<file path="src/rtl/sync_sweep_pkg.sv">
// Shared types and constants for the synchronizer sweep controller.
package sync_sweep_pkg;

   typedef enum logic [2:0] {
      ST_IDLE,
      ST_LOAD,
      ST_STROBE,
      ST_SETTLE,
      ST_CHECK,
      ST_NEXT,
      ST_DONE
   } sweep_state_e;

   localparam logic [2:0] MODE_DIRECT       = 3'd0;
   localparam logic [2:0] MODE_NOSYNC       = 3'd1;
   localparam logic [2:0] MODE_2FF          = 3'd2;
   localparam logic [2:0] MODE_PULSE        = 3'd3;
   localparam logic [2:0] MODE_TOGGLE       = 3'd4;
   localparam logic [2:0] MODE_TOGGLE_PULSE = 3'd5;

   // Fibonacci taps for x^8+x^6+x^5+x^4+1 (register bits 7,5,4,3)
   localparam logic [7:0] LFSR_TAPS = 8'hB8;
   localparam logic [7:0] PAT_SEED  = 8'h01;

   // Lowest enabled mode at or above 'from'; bit 3 flags that one was found.
   function automatic logic [3:0] find_mode(input logic [5:0] mask, input logic [2:0] from);
      logic [3:0] res;
      res = 4'd0;
      for (int k = 5; k >= 0; k--) begin
         if (k >= int'(from) && mask[k]) res = {1'b1, 3'(k)};
      end
      return res;
   endfunction

endpackage

</file>
<file path="src/rtl/sync_sweep_patgen.sv">
// Test pattern generator for the sweep controller.
// SYNC_SWEEP_LFSR_EN selects an 8-bit Fibonacci LFSR (zero-extended to N);
// otherwise the pattern is an N-bit incrementing counter. Both seed to 1.
module sync_sweep_patgen #(
   parameter int N = 8
) (
   input  logic         clk,
   input  logic         rst,
   input  logic         seed,
   input  logic         adv,
   output logic [N-1:0] pattern
);
   import sync_sweep_pkg::*;

`ifdef SYNC_SWEEP_LFSR_EN
   logic [7:0] lfsr_q;

   // LFSR state: seed reload has priority over advance
   always_ff @(posedge clk) begin
      if (rst) begin
         lfsr_q <= 8'h00;
      end else if (seed) begin
         lfsr_q <= PAT_SEED;
      end else if (adv) begin
         lfsr_q <= {lfsr_q[6:0], ^(lfsr_q & LFSR_TAPS)};
      end
   end

   assign pattern = N'(lfsr_q);
`else
   logic [N-1:0] cnt_q;

   // Incrementing counter: seed reload has priority, wraps all-ones to 0
   always_ff @(posedge clk) begin
      if (rst) begin
         cnt_q <= '0;
      end else if (seed) begin
         cnt_q <= N'(1);
      end else if (adv) begin
         cnt_q <= cnt_q + N'(1);
      end
   end

   assign pattern = cnt_q;
`endif

endmodule

</file>
<file path="src/rtl/sync_sweep_ctrl.sv">
// Synchronizer sweep controller: walks every enabled synchronizer mode,
// drives ITERS patterns through the datapath per mode and counts failures.
// Optional build macro SYNC_SWEEP_LFSR_EN switches the pattern source to an LFSR.
module sync_sweep_ctrl #(
   parameter int N          = 8,
   parameter int ITERS      = 4,
   parameter int SETTLE_CYC = 8
) (
   input  logic         clk,
   input  logic         rst,
   input  logic         start,
   input  logic [5:0]   mode_mask,
   input  logic [N-1:0] result_in,
   output logic [2:0]   sel,
   output logic [N-1:0] data_out,
   output logic         stb,
   output logic         busy,
   output logic         done,
   output logic [7:0]   err_cnt,
   output logic [5:0]   fail_mode
);
   import sync_sweep_pkg::*;

   localparam logic [7:0] ITERS_L     = 8'(ITERS);
   localparam logic [7:0] SETTLE_LAST = 8'(SETTLE_CYC - 1);

   sweep_state_e state_q, state_d;
   logic [5:0]   mask_q;
   logic [2:0]   mode_q;
   logic [7:0]   iter_q;
   logic [7:0]   settle_q;
   logic         seen_q;
   logic [N-1:0] pattern;
   logic         start_ok;
   logic         fail_now;
   logic [3:0]   first_mode;
   logic [3:0]   next_mode;

   function automatic logic [7:0] sat_inc8(input logic [7:0] v);
      return (v == 8'hFF) ? v : v + 8'd1;
   endfunction

   assign start_ok   = (state_q == ST_IDLE) && start;
   assign first_mode = find_mode(mode_mask, 3'd0);
   assign next_mode  = find_mode(mask_q, mode_q + 3'd1);

   assign stb  = (state_q == ST_STROBE);
   assign busy = (state_q != ST_IDLE);
   assign done = (state_q == ST_DONE);

   sync_sweep_patgen #(.N(N)) u_patgen (
      .clk     (clk),
      .rst     (rst),
      .seed    (start_ok),
      .adv     (state_q == ST_NEXT),
      .pattern (pattern)
   );

   // Failure decision for the current iteration, meaningful only in CHECK
   always_comb begin
      fail_now = 1'b0;
      if (state_q == ST_CHECK) begin
         if (mode_q == MODE_TOGGLE_PULSE) fail_now = !seen_q;
         else                             fail_now = (result_in != data_out);
      end
   end

   // State register
   always_ff @(posedge clk) begin
      if (rst) state_q <= ST_IDLE;
      else     state_q <= state_d;
   end

   // Next-state logic
   always_comb begin
      state_d = state_q;
      case (state_q)
         ST_IDLE:   if (start) state_d = (mode_mask != 6'd0) ? ST_LOAD : ST_DONE;
         ST_LOAD:   state_d = ST_STROBE;
         ST_STROBE: state_d = ST_SETTLE;
         ST_SETTLE: if (settle_q == SETTLE_LAST) state_d = ST_CHECK;
         ST_CHECK:  state_d = ST_NEXT;
         ST_NEXT:   state_d = (iter_q < ITERS_L || next_mode[3]) ? ST_LOAD : ST_DONE;
         ST_DONE:   state_d = ST_IDLE;
         default:   state_d = ST_IDLE;
      endcase
   end

   // Sweep bookkeeping: mask latch, mode/iteration walk, settle timer, pulse capture
   always_ff @(posedge clk) begin
      if (rst) begin
         mask_q   <= 6'd0;
         mode_q   <= 3'd0;
         iter_q   <= 8'd0;
         settle_q <= 8'd0;
         seen_q   <= 1'b0;
      end else begin
         if (start_ok) begin
            mask_q <= mode_mask;
            mode_q <= first_mode[2:0];
            iter_q <= 8'd1;
         end
         case (state_q)
            ST_LOAD:   seen_q <= 1'b0;
            ST_STROBE: begin
               settle_q <= 8'd0;
               if (result_in[0]) seen_q <= 1'b1;
            end
            ST_SETTLE: begin
               settle_q <= settle_q + 8'd1;
               if (result_in[0]) seen_q <= 1'b1;
            end
            ST_NEXT: begin
               if (iter_q < ITERS_L) begin
                  iter_q <= iter_q + 8'd1;
               end else if (next_mode[3]) begin
                  mode_q <= next_mode[2:0];
                  iter_q <= 8'd1;
               end
            end
            default: ;
         endcase
      end
   end

   // Datapath drive: pattern and mode select captured in LOAD, held until the next LOAD
   always_ff @(posedge clk) begin
      if (rst) begin
         sel      <= 3'd0;
         data_out <= '0;
      end else if (state_q == ST_LOAD) begin
         sel      <= mode_q;
         data_out <= pattern;
      end
   end

   // Result tracking: cleared on an accepted start, held after DONE
   always_ff @(posedge clk) begin
      if (rst || start_ok) begin
         err_cnt   <= 8'd0;
         fail_mode <= 6'd0;
      end else if (fail_now) begin
         err_cnt           <= sat_inc8(err_cnt);
         fail_mode[mode_q] <= 1'b1;
      end
   end

endmodule

</file>
<file path="config.mk">
export PLATFORM = sky130hd
export DESIGN_NAME = sync_sweep_ctrl
export DESIGN_NICKNAME = d
export VERILOG_FILES = /design/src/rtl/sync_sweep_pkg.sv /design/src/rtl/sync_sweep_patgen.sv /design/src/rtl/sync_sweep_ctrl.sv
export SDC_FILE = /design/constraint.sdc
export NUM_CORES = 1
export LEC_CHECK = 0
export BUFFER_PORTS_ARGS = -buffer_cell sky130_fd_sc_hd__clkbuf_2
export CORE_MARGIN = 2
export CORE_UTILIZATION = 53
export CTS_CLUSTER_SIZE = 14
export DETAILED_ROUTE_END_ITERATION = 8
export PLACE_DENSITY = 0.76
export SKIP_LAST_GASP = 1
export SLEW_MARGIN = 20
export SYNTH_ARGS = -nofsm -noshare
export SYNTH_HDL_FRONTEND = slang
export SYNTH_SLANG_ARGS = --single-unit
</file>
<file path="constraint.sdc">
create_clock -name clk -period 4.4 [get_ports clk]
set_input_delay 0.44 -clock clk [delete_from_list [all_inputs] [get_ports clk]]
set_output_delay 0.44 -clock clk [all_outputs]
set_load 0.005 [all_outputs]
</file>
After elaboration in Yosys (flattened, before gate mapping)
Cells that the tools add are included.
{"block": "word_totals", "ff_bits": 62, "latchBits": 0, "ramBits": 0, "rom_bits": 0, "inputBits": 17, "elab_cells": 97, "n_memories": 0}
{"block": "op_classes", "n_addsub": 5, "n_mul": 0, "div_mod_pow": 0, "n_lt_le_gt_ge": 9, "n_eq_ne": 13, "n_shift": 0, "muxes": 34, "n_bitwise": 2, "reduce_logical": 22}
{"op": "$mux W3", "count": 14}
{"op": "$add A8 B1 Y8 const B", "count": 4}
{"op": "$mux W8", "count": 4}
{"op": "$mux W4", "count": 6}
{"op": "$pmux W3 S6", "count": 1}
{"op": "$pmux W8 S2", "count": 1}
{"op": "$eq A3 B3 Y1 const B", "count": 4}
{"op": "$eq A8 B3 Y1 const B", "count": 1}
{"op": "$eq A8 B8 Y1 const B", "count": 1}
{"op": "$logic_and A1 B1 Y1", "count": 8}
{"op": "$lt A8 B3 Y1 const B", "count": 1}
{"op": "$ne A8 B8 Y1", "count": 1}
{"op": "$eq A3 B2 Y1 const B", "count": 2}
{"op": "$ge A1 B3 Y1 const A", "count": 2}
{"op": "$ge A2 B3 Y1 const A", "count": 2}
{"op": "$ge A3 B3 Y1 const A", "count": 2}
{"op": "$mux W1", "count": 6}
{"op": "$or A6 B6 Y6", "count": 1}
{"op": "$reduce_and A2 Y1", "count": 3}
{"op": "$reduce_bool A2 Y1", "count": 3}
{"op": "$reduce_bool A6 Y1", "count": 1}
{"op": "$lt A3 B4 Y1 const B", "count": 1}
{"op": "$ne A2 B2 Y1 const B", "count": 2}
{"op": "$reduce_or A2 Y1", "count": 2}
{"op": "11 further kinds", "count": 12}

Depth between registers and ports, before layout
{"block": "depth", "ltp_word": 12, "ltp_mapped": 8}

By module
From an unflattened synthesis, not the netlist that was laid out.
{"block": "unflattened", "cells_unflattened": 365, "hier_area_um2": 3105.5}
{"module": "sync_sweep_ctrl", "instances": 1, "cells_each": 328, "area_each_um2": 2770.2, "seq_area_each_um2": 1081.0}
{"module": "sync_sweep_patgen", "instances": 1, "cells_each": 37, "area_each_um2": 335.3, "seq_area_each_um2": 160.2}

Least setup slack after synthesis
OpenSTA, ideal clock, no wires.
{"block": "synth_timing", "path_kind": "flip-flop to flip-flop", "startpoint": "register mode_q[1]", "endpoint": "register iter_q[1]", "t_arrival_ps": 2068, "slack_ps": 2262, "stages_incl_launch_ff": 8, "path_buffers": 0, "path_cell_list": "dfxtp_1 -> inv_1 -> ha_1 -> or3_4 -> o211ai_2 -> nand4_2 -> or3_1 -> a21oi_1"}
{"block": "synth_between", "elab_chain_len": 12, "word_cells_on_any_way": 22, "classes_between": "1 x add/sub; 6 x order compare; 9 x mux; 6 x reduce/logical"}
{"item": "start: declaration", "line": "sync_sweep_ctrl.sv:29", "source": "logic [2:0] mode_q;"}
{"item": "start signal: assignment", "line": "sync_sweep_ctrl.sv:100", "source": "mode_q <= first_mode[2:0];"}
{"item": "start signal: assignment", "line": "sync_sweep_ctrl.sv:117", "source": "mode_q <= next_mode[2:0];"}
{"item": "$add A3 B1 Y3 *", "line": "sync_sweep_ctrl.sv:45", "source": "assign next_mode = find_mode(mask_q, mode_q + 3'd1);"}
{"item": "$ge A3 B3 Y1", "line": "sync_sweep_pkg.sv:30", "source": "if (k >= int'(from) && mask[k]) res = {1'b1, 3'(k)};"}
{"item": "$logic_and A1 B1 Y1", "line": "sync_sweep_pkg.sv:30"}
{"item": "$mux W4 (5 in series)", "line": "sync_sweep_pkg.sv:30"}
{"item": "$mux W4 *", "line": "sync_sweep_pkg.sv:30"}
{"item": "$mux W8 *", "line": "sync_sweep_ctrl.sv:116", "source": "end else if (next_mode[3]) begin"}
{"item": "$mux W8 *", "line": "sync_sweep_ctrl.sv:114", "source": "if (iter_q < ITERS_L) begin"}
{"item": "$mux W8 *", "line": "sync_sweep_ctrl.sv:103", "source": "case (state_q)"}
{"item": "end signal: assignment", "line": "sync_sweep_ctrl.sv:115", "source": "iter_q <= iter_q + 8'd1;"}
{"item": "end: declaration", "line": "sync_sweep_ctrl.sv:30", "source": "logic [7:0] iter_q;"}
Every way passes the cells marked *; elsewhere a longest branch is shown, timed or not.
A chain may end at the register's enable or synchronous reset.

Final worst setup path
{"block": "layout_timing", "startpoint": "register state_q[1]", "endpoint": "output port stb"}
{"block": "layout_between", "elab_chain_len": 1}
{"item": "start: declaration", "line": "sync_sweep_ctrl.sv:27", "source": "sweep_state_e state_q, state_d;"}
{"item": "start signal: assignment", "line": "sync_sweep_ctrl.sv:71", "source": "else state_q <= state_d;"}
{"item": "$eq A3 B2 Y1", "line": "sync_sweep_ctrl.sv:47", "source": "assign stb = (state_q == ST_STROBE);"}
{"item": "end: declaration", "line": "sync_sweep_ctrl.sv:16", "source": "output logic stb,"}
No other way between the ends.

==> run_results.csv <==
group,metric,value,unit
setup_path,start_kind,"flip-flop",
synthesis,ys_seq_elements,62,
timing,skew,0.00794,ns
finish,drive_gt1_frac,0.182,
synthesis,synthArstFlopShare,0,
pwr,ir_drop,0.000226,V
finish,multiInputGateArea,1750,um^2
timing,worst_pin_slew,0.836,ns
clock_tree,cts_resized,0,
synthesis,synth_edf_count,0,
place,globalplace.congestion,0.843,
clock_tree,htreeDepth,3,
finish,final_net_count,437,
floorplanning,die_y,80.6,um
finish,area_growth,13.6,%
clock_tree,cts_setup_buffers,0,
timing,holdWs,0.351,ns
timing,slew_headroom,0.442,
global_route,track_usage,0.243,
timing,fin_tns_setup,0,ns
detailed_routing,wl_per_cell,14.4,um
floorplanning,rows,27,
setup_path,required,3.96,ns
finish,seq_area,1240,um^2
floorplanning,pin_count,45,
clock_tree,clkLatencyLatePin,0.35,ns
timing,max_clock_freq,394,MHz
synthesis,netlist_instances,375,
floorplanning,core-area,5570,um^2
detailed_routing,drt_wl_total,7.03,mm
finish,antenna_cells,0,
timing,setup_viol,0,
synthesis,ys_types,62,
place,port_buffers,44,
clock_tree,cts.sinks,62,
setup_path,path_class,"flip-flop to output pin",
status,status,"finished, final reports clean",
setup_path,endpoint_kind,"output pin",
detailed_routing,drcViolationCount,0,
clock_tree,cts_tree,"built",
global_route,antenna_found_initial,0,
global_route,grt_pass1_wl,12.3,mm
global_route,grt-ovfl-total,0,
detailed_routing,drt_iter0_markers,152,
pwr,power_density,340,nW/um^2
floorplanning,initial_core_util,0.558,
clock_tree,cts-root-to-sink-buffers,2,
timing,rsz0062_at_grt,"false",
clock_tree,cts_hold_buf,0,
clock_tree,cts_root_buf,"clkbuf_8",
detailed_routing,via_per_inst,5.95,
synthesis,yosysWarnings,0,
timing,maxSlewViolCount,0,
place,place_area,3330,um^2
timing,period_needed,2.54,ns
clock_tree,clk_pin_slew,0.07,ns
place,hpwl,5.00,mm
synthesis,synth_fp_nets,400,
flow_run,drv_cap,0,
synthesis,avgSynthCellArea,8.29,um^2
setup_path,cp_max_fo,27,
synthesis,synth_ff_type,"dfxtp_1",
synthesis,syn_area,3110,um^2
finish,fillCellCount,503,
detailed_routing,vias,2909,
timing,min_period_over_period,0.577,
timing,final_hold_viol_count,0,
detailed_routing,firstDrtPassIters,5,
floorplanning,die_x,80.6,um
clock_tree,cts-buffers-inserted,9,
global_route,grt_start_max_net_pins,42,
floorplanning,die_area,6500,um^2
finish,postLayoutCellArea,3530,um^2
pwr,power_leakage,1.38,nW
worst_hold_path,min_path_type,"primary input to flip-flop",
detailed_routing,ant_nets,0,
setup_path,arrival,2.10,ns
synthesis,synth_seq_area_share,0.399,
global_route,grt_pass1_vias,2654,
-- synthesized netlist by cell type (3+ instances only) --
library cell | n | area share
a21o_1 | 4 | 0.0097
a2bb2oi_1 | 3 | 0.0084
o21a_1 | 3 | 0.0072
nand2b_1 | 7 | 0.014
nand3_1 | 13 | 0.021
nor4_1 | 5 | 0.010
o221ai_1 | 3 | 0.0084
clkbuf_1 | 11 | 0.013
nand3b_1 | 3 | 0.0072
a31oi_1 | 4 | 0.0080
nor2b_1 | 3 | 0.0060
nand4_1 | 6 | 0.012
nor2_1 | 31 | 0.037
dfxtp_1 | 62 | 0.40
nand2_1 | 43 | 0.052
buf_2 | 3 | 0.0048
a21oi_1 | 40 | 0.064
nor4b_1 | 4 | 0.011
and3_1 | 7 | 0.014
xor2_1 | 14 | 0.039
ha_1 | 8 | 0.032
or4_1 | 5 | 0.012
inv_1 | 7 | 0.0084
o21ai_0 | 20 | 0.032
nor3_1 | 12 | 0.019
or3_1 | 5 | 0.010
-- through the flow --
step / total power, mW / setup slack, ns / util / instances
after global placement: 0.716 / 2.11 / 0.598 / 473
after detailed placement: 0.718 / 1.99 / 0.598 / 473
after global routing: 1.25 / 1.65 / 0.634 / 489
final: 1.20 / 1.86 / 0.634 / 489
after CTS: 1.21 / 1.86 / 0.634 / 489
after floorplan: 0.685 / 2.26 / - / 375
-- cell families after synthesis --
family | after synthesis | synth area share
compound gates | 101 | 0.202
xor+xnor | 16 | 0.0475
flops | 62 | 0.399
mux | 3 | 0.0105
fa+ha+maj | 8 | 0.0322
buf+inv | 26 | 0.0386
simple gates | 159 | 0.270
-- final cells by class --
class / instances / share of cell area
Timing Repair Buffer: 45 / 0.0645
Inverter: 7 / 0.00744
Clock inverter: 7 / 0.0209
Multi-Input combinational cell: 287 / 0.495
Tap cell: 72 / 0.0255
Clock buffer: 9 / 0.0351
Sequential cell: 62 / 0.351
-- placed cells by master, fill, tap and decap left out, types with 2 or more instances in the layout --
cell | Yosys | layout
o21ai_2 | 2 | 2
nor4b_1 | 4 | 4
o21a_1 | 3 | 3
a2bb2oi_1 | 3 | 3
o21ai_0 | 20 | 20
a31oi_1 | 4 | 4
a221oi_1 | 2 | 2
clkinv_4 | 0 | 2
clkbuf_8 | 0 | 9
nor2_1 | 31 | 31
nand4_1 | 6 | 6
clkbuf_2 | 0 | 44
nor3_1 | 12 | 12
nor4_1 | 5 | 5
nand3b_1 | 3 | 3
o221ai_1 | 3 | 3
inv_1 | 7 | 7
nand4b_1 | 2 | 2
mux2_2 | 2 | 2
xor2_1 | 14 | 14
clkinv_2 | 0 | 2
a211oi_1 | 2 | 2
or4_1 | 5 | 5
a21oi_1 | 40 | 40
nor2b_1 | 3 | 3
nor3b_1 | 2 | 2
nand3_1 | 13 | 13
dfxtp_1 | 62 | 62
and2_1 | 2 | 2
a22oi_1 | 2 | 2
and3_1 | 7 | 7
ha_1 | 8 | 8
o31ai_1 | 2 | 2
nand2b_1 | 7 | 7
o21ai_1 | 2 | 2
a21o_1 | 4 | 4
or3_1 | 5 | 5
o41ai_1 | 2 | 2
nand2_1 | 43 | 43
-- routing by layer --
layer	GRT usage	vias up	part of all wire
li1	-	1438	-
met3	0.0449	12	0.049
met2	0.393	97	0.48
met4	0.108	0	0.019
met5	0	-	0
met1	0.313	1362	0.45
-- path summary, 6_finish.rpt --
check / start / to / slack, ns / cells past startpoint
max: state_q[1] / stb / 1.86 / 3
min reg2reg: iter_q[3] / iter_q[3] / 0.46 / 2
min: mode_mask[4] / mask_q[4] / 0.35 / 3
max reg2reg: mode_q[1] / iter_q[1] / 1.98 / 7
-- state kept, by name, summed over array words and instances, names as in the netlist --
signal / count
data_out: 8
err_cnt: 8
iter_q: 8
settle_q: 8
u_patgen.pattern: 8
fail_mode: 6
mask_q: 6
mode_q: 3
sel: 3
state_q: 3
seen_q: 1
-- power breakdown --
group	switching, mW	internal, mW
Combinational	0.0705	0.0428
Sequential	0.0199	0.572
Clock	0.232	0.263
-- worst max-delay path, stage by stage (launching register included) --
cell and delay (ns):
dfxtp_1 0.87, nand2b_1 0.49, nor2_1 0.25, clkbuf_2 0.14
Note: power is estimated with default switching activity, not from simulation.
